$ cat src/rtl/bcd_serial_add_ctrl_if.sv
// Host-side bundle for the serial BCD adder sequencer.
//
// Handshake: the host raises start with a, b and cin valid; the block accepts
// them on the first rising edge that sees start=1 while idle (busy=0, done=0).
// busy then stays high while digits are processed, and done pulses for one
// cycle when sum/cout/err are valid. start is ignored whenever busy or done is
// high. Results hold until the next accepted start.
interface bcd_serial_add_ctrl_if #(
    parameter int DIGITS = 4
);
    logic                start;
    logic [4*DIGITS-1:0] a;
    logic [4*DIGITS-1:0] b;
    logic                cin;
    logic                busy;
    logic                done;
    logic [4*DIGITS-1:0] sum;
    logic                cout;
    logic                err;

    modport master (
        output start, a, b, cin,
        input  busy, done, sum, cout, err
    );

    modport slave (
        input  start, a, b, cin,
        output busy, done, sum, cout, err
    );
endinterface

$ cat src/rtl/bcd_serial_add_ctrl.sv
// Multi-digit packed-BCD adder sequencer. One single-digit add/correct stage
// is time-shared across the digits, least-significant first, with the digit
// carry held in a register between cycles.
module bcd_serial_add_ctrl #(
    parameter int DIGITS = 4,
    parameter int IDXW   = 2
) (
    input  logic                         clk,
    input  logic                         rst_n,
    bcd_serial_add_ctrl_if.slave         bus,
    output logic [1:0]                   state_dbg
);

    typedef enum logic [1:0] {
        S_IDLE = 2'd0,
        S_RUN  = 2'd1,
        S_DONE = 2'd2
    } state_t;

    state_t              state_q, state_d;
    logic [IDXW-1:0]     idx_q, idx_d;
    logic [4*DIGITS-1:0] a_q, a_d;
    logic [4*DIGITS-1:0] b_q, b_d;
    logic                carry_q, carry_d;
    logic [4*DIGITS-1:0] sum_q, sum_d;
    logic                cout_q, cout_d;
    logic                err_q, err_d;

    // Single-digit datapath signals for the digit selected by idx_q
    logic [3:0] a_dig;
    logic [3:0] b_dig;
    logic [4:0] t_raw;
    logic [4:0] t_adj;
    logic [3:0] dig_out;
    logic       dig_carry;
    logic       dig_bad;
    logic       last_dig;

    // Select the current operand digits and apply the BCD decimal correction
    always_comb begin
        a_dig = 4'd0;
        b_dig = 4'd0;
        for (int i = 0; i < DIGITS; i++) begin
            if (idx_q == IDXW'(i)) begin
                a_dig = a_q[4*i +: 4];
                b_dig = b_q[4*i +: 4];
            end
        end
        t_raw     = {1'b0, a_dig} + {1'b0, b_dig} + {4'd0, carry_q};
        t_adj     = t_raw + 5'd6;
        dig_carry = (t_raw > 5'd9);
        dig_out   = dig_carry ? t_adj[3:0] : t_raw[3:0];
        dig_bad   = (a_dig > 4'd9) || (b_dig > 4'd9);
        last_dig  = (idx_q == IDXW'(DIGITS - 1));
    end

    // Next-state and register-update logic for the sequencer
    always_comb begin
        state_d = state_q;
        idx_d   = idx_q;
        a_d     = a_q;
        b_d     = b_q;
        carry_d = carry_q;
        sum_d   = sum_q;
        cout_d  = cout_q;
        err_d   = err_q;
        case (state_q)
            S_IDLE: begin
                if (bus.start) begin
                    a_d     = bus.a;
                    b_d     = bus.b;
                    carry_d = bus.cin;
                    err_d   = 1'b0;
                    idx_d   = '0;
                    state_d = S_RUN;
                end
            end
            S_RUN: begin
                for (int i = 0; i < DIGITS; i++) begin
                    if (idx_q == IDXW'(i)) begin
                        sum_d[4*i +: 4] = dig_out;
                    end
                end
                carry_d = dig_carry;
                if (dig_bad) begin
                    err_d = 1'b1;
                end
                if (last_dig) begin
                    // Index stays put on the last digit so it never wraps
                    cout_d  = dig_carry;
                    state_d = S_DONE;
                end else begin
                    idx_d = idx_q + IDXW'(1);
                end
            end
            S_DONE: begin
                state_d = S_IDLE;
            end
            default: begin
                state_d = S_IDLE;
            end
        endcase
    end

    // State and datapath registers with asynchronous clear
    always_ff @(posedge clk or negedge rst_n) begin
        if (!rst_n) begin
            state_q <= S_IDLE;
            idx_q   <= '0;
            a_q     <= '0;
            b_q     <= '0;
            carry_q <= 1'b0;
            sum_q   <= '0;
            cout_q  <= 1'b0;
            err_q   <= 1'b0;
        end else begin
            state_q <= state_d;
            idx_q   <= idx_d;
            a_q     <= a_d;
            b_q     <= b_d;
            carry_q <= carry_d;
            sum_q   <= sum_d;
            cout_q  <= cout_d;
            err_q   <= err_d;
        end
    end

    // Status outputs decode directly from registered state
    assign bus.busy  = (state_q == S_RUN);
    assign bus.done  = (state_q == S_DONE);
    assign bus.sum   = sum_q;
    assign bus.cout  = cout_q;
    assign bus.err   = err_q;
    assign state_dbg = state_q;

endmodule
$ cat src/flat_wrapper.sv
// flat-port wrapper written by rule: the top's interface ports become plain ports
module bcd_serial_add_ctrl_flat 
#(
    parameter int DIGITS = 4,
    parameter int IDXW   = 2
)
  (clk, rst_n, state_dbg, bus_start, bus_a, bus_b, bus_cin, bus_busy, bus_done, bus_sum, bus_cout, bus_err);
  bcd_serial_add_ctrl_if #(.DIGITS(DIGITS)) bus_i ();
  input  logic clk;
  input  logic rst_n;
  output logic [1:0] state_dbg;
  input wire logic [$bits(bus_i.start)-1:0] bus_start;
  input wire logic [$bits(bus_i.a)-1:0] bus_a;
  input wire logic [$bits(bus_i.b)-1:0] bus_b;
  input wire logic [$bits(bus_i.cin)-1:0] bus_cin;
  output wire logic [$bits(bus_i.busy)-1:0] bus_busy;
  output wire logic [$bits(bus_i.done)-1:0] bus_done;
  output wire logic [$bits(bus_i.sum)-1:0] bus_sum;
  output wire logic [$bits(bus_i.cout)-1:0] bus_cout;
  output wire logic [$bits(bus_i.err)-1:0] bus_err;
  assign bus_i.start = bus_start;
  assign bus_i.a = bus_a;
  assign bus_i.b = bus_b;
  assign bus_i.cin = bus_cin;
  assign bus_busy = bus_i.busy;
  assign bus_done = bus_i.done;
  assign bus_sum = bus_i.sum;
  assign bus_cout = bus_i.cout;
  assign bus_err = bus_i.err;
  bcd_serial_add_ctrl #(.DIGITS(DIGITS), .IDXW(IDXW)) u_core (.clk(clk), .rst_n(rst_n), .bus(bus_i), .state_dbg(state_dbg));
endmodule
$ cat config.mk
export PLATFORM = sky130hd
export DESIGN_NAME = bcd_serial_add_ctrl_flat
export DESIGN_NICKNAME = d
export VERILOG_FILES = /design/src/rtl/bcd_serial_add_ctrl_if.sv /design/src/rtl/bcd_serial_add_ctrl.sv /design/src/flat_wrapper.sv
export SDC_FILE = /design/constraint.sdc
export NUM_CORES = 1
export LEC_CHECK = 0
export CORE_UTILIZATION = 50
export CTS_CLUSTER_DIAMETER = 50
export DETAILED_ROUTE_END_ITERATION = 6
export PLACE_DENSITY_LB_ADDON = 0.05
export SKIP_CTS_REPAIR_TIMING = 1
export SYNTH_ARGS = -nofsm -noshare
export SYNTH_HDL_FRONTEND = slang
export SYNTH_SLANG_ARGS = --single-unit
export TNS_END_PERCENT = 50
$ cat constraint.sdc
create_clock -name clk -period 4.2 [get_ports clk]
set_clock_uncertainty 0.2 [all_clocks]
set_input_delay 0.84 -clock clk [delete_from_list [all_inputs] [get_ports clk]]
set_output_delay 0.84 -clock clk [all_outputs]
set_load 0.02 [all_outputs]
==> flow_summary.toml <==
[timing]
final_max_slew_viol_count = 0
rsz0062_at_grt = "no"
post-route-period-util_pct = 94.1
final.setup.worst_slack_ns = 0.250
fin_crit_ns = 3.95
fmaxAchievable_ghz = 0.253
fin_tns_setup_ns = 0
setup_viol = 0
tightestPinTransition_ns = 0.692
hold_viol = 0
maxSlewHeadroom_pct = 53.9

[critical_path]
path_common_cell = "a21oi_1"
reg2regPathDepth = 15
start_kind = "flip-flop"
required_ns = 4.18
worst_setup_path_end_kind = "flip-flop"
cp.arrival_ns = 3.93
slowest_delay_ns = 0.49
crit_fanout = 7
criticalPathCategory = "reg -> reg"
cp_cell_sequence = "inv_1 > ha_1 > nand3b_1 > a21oi_1 > a21oi_1 > nor2_1 > a21oi_1 > fa_1 > fa_1 > xor2_1 > ha_1 > a22o_2 > nor3_4 > mux2i_4 > o31ai_1"
slowest_stage = "fa_1"

[final_layout]
nNetsFinal = 347
layout_commonest_cell = "clkdlybuf4s50_1"
layout_common_cells = "clkdlybuf4s50_1 (56), dfrtp_1 (55), nand2_1 (35)"
design_area_um2 = 3430
fillers = 434
layout-drive-gt1-share_pct = 16.9
multi_input_area_um2 = 1220
fin_cells = 371
layout.area.seq_um2 = 1380
area_growth_pct = 28.5
antenna_cells = 0

[placed_design]
port_buffers = 57
gp_congestion = 0.818
dp_slack_ns = 0.204
place_hpwl_mm = 4.12
dp.cells = 364
dpl_cell_area_um2 = 3320

[floorplan]
die_area_um2 = 5630
io_pins = 58
num_rows = 26
die_y_um = 75.0
core_um2 = 5110
initial_core_util_pct = 52.2
die_w_um = 75.0

[route]
ant_nets = 0
post_drt_wl_per_cell_um = 14.6
via_per_inst = 5.23
drc = 0
wirelength_mm = 5.41
drt-initial-drc-count = 110
vias = 1939
drt_pass1_iterations = 4

[synthesis]
synth-edff-count = 0
synthXorXnorAreaFrac_pct = 0.657
synth_cell_type_count = 38
syn_area_um2 = 2670
synth_top_family_by_area = "compound AO/OA/AOI/OAI gates"
synth-simple-area-share_pct = 10.7
synth_seq_cells = 55
synth_fa_ha_area_share_pct = 5.26
syn_area_per_cell_um2 = 11.0
ys_warn_count = 0
synth_top_area_cell = "dfrtp_1"
synth_compound_area_share_pct = 14.4
synth_flop_cell = "dfrtp_1"
ys_seq_area_share_pct = 51.6
postSynth.asyncResetShare_pct = 100
syn_nets = 288
syn_inst = 242
muxShareOfSynthArea_pct = 13.8
synthTopCellsByArea = "dfrtp_1 (52%), mux2_2 (13%), nand2_1 (4.9%)"
yosys.area.top_type_share_pct = 51.6

[clock_tree]
cts_max_path_buffers = 2
cts_tree = "done"
path_clk_slew_ns = 0.09
cts_buffers = 5
cts_root_buf = "clkbuf_8"
clock_latency_ns = 0.30
htree_num_levels = 2
cts_sinks = 55

[outcome]
status = "complete, no violations"

[flow_run]
max_cap_viol_count = 0

[global_routing]
grt_pass1_wl_mm = 9.23
grt_max_degree = 37
grt_overflow = 0
first_global_vias = 1925
antenna_found_initial = 0
track_usage_pct = 22.1

[hold_path]
worstHoldPathCells = 2
hp-class = "reg -> reg"
final cells by class:
type	count	share of cell area [%]
multi-input cells	164	35.7
clock inverters	1	0.146
inverters	13	1.42
flip-flops and latches	55	40.2
well taps	70	2.56
repair buffers	62	17.6
clock buffers	6	2.41
registers in the layout, summed over array words and instances (netlist names):
| signal | cells |
|---|---|
| u_core.a_q | 16 |
| u_core.b_q | 16 |
| u_core.bus.sum | 16 |
| u_core.idx_q | 2 |
| u_core.state_dbg | 2 |
| u_core.bus.cout | 1 |
| u_core.bus.err | 1 |
| u_core.carry_q | 1 |
per-layer routing:
layer,part of all wire (%),track usage [%]
met1,45,29.1
met3,2.8,4.02
met4,1.0,5.03
met5,0,0
met2,51,37.9
through the flow:
stage          util [%]  hold slack, ns
2_1_floorplan         -           0.274
3_3_place_gp       65.0           0.258
3_5_place_dp       65.0           0.269
4_1_cts            66.7           0.291
5_1_grt            67.1           0.315
6_report           67.1           0.285
Yosys cell counts (all sizes together), types with 2 or more instances:
cell / number
dfrtp: 55
nand2: 35
mux2: 31
o21ai: 23
a21oi: 16
inv: 13
ha: 8
nor2: 7
buf: 5
clkbuf: 5
nand3b: 4
nor2b: 4
o31ai: 4
a22o: 3
a211oi: 2
fa: 2
mux2i: 2
nand2b: 2
o22a: 2
o31a: 2
xor2: 2
path summary, 6_finish.rpt:
path	from	to	slack (ns)
max	u_core.idx_q[1]	u_core.bus.sum[2]	0.25
min	u_core.bus.sum[12]	u_core.bus.sum[12]	0.28
max reg2reg	u_core.idx_q[1]	u_core.bus.sum[2]	0.25
min reg2reg	u_core.bus.sum[12]	u_core.bus.sum[12]	0.28
max in group asynchronous	rst_n	u_core.a_q[0]	2.64
min in group asynchronous	rst_n	u_core.bus.sum[2]	0.37
critical path, delay by kind of cell (launching register included):
family / cells / cell delay (ns)
AOI/OAI and AO/OA: 5 / 0.68
xor gates and xnor gates: 1 / 0.19
adders and majority gates: 4 / 1.45
buffers and inverters: 1 / 0.08
DFF: 1 / 0.38
muxes: 1 / 0.34
and+or+nand+nor: 3 / 0.50
cell families after synthesis:
| family | count (synthesis) |
|---|---|
| compound gates | 61 |
| simple gates | 58 |
| flops | 55 |
| mux | 33 |
| buf+inv | 23 |
| fa+ha+maj | 10 |
| xor+xnor | 2 |
Power is not shown: default switching activity piles up to over one toggle a cycle in this logic, so the estimate is an artifact.
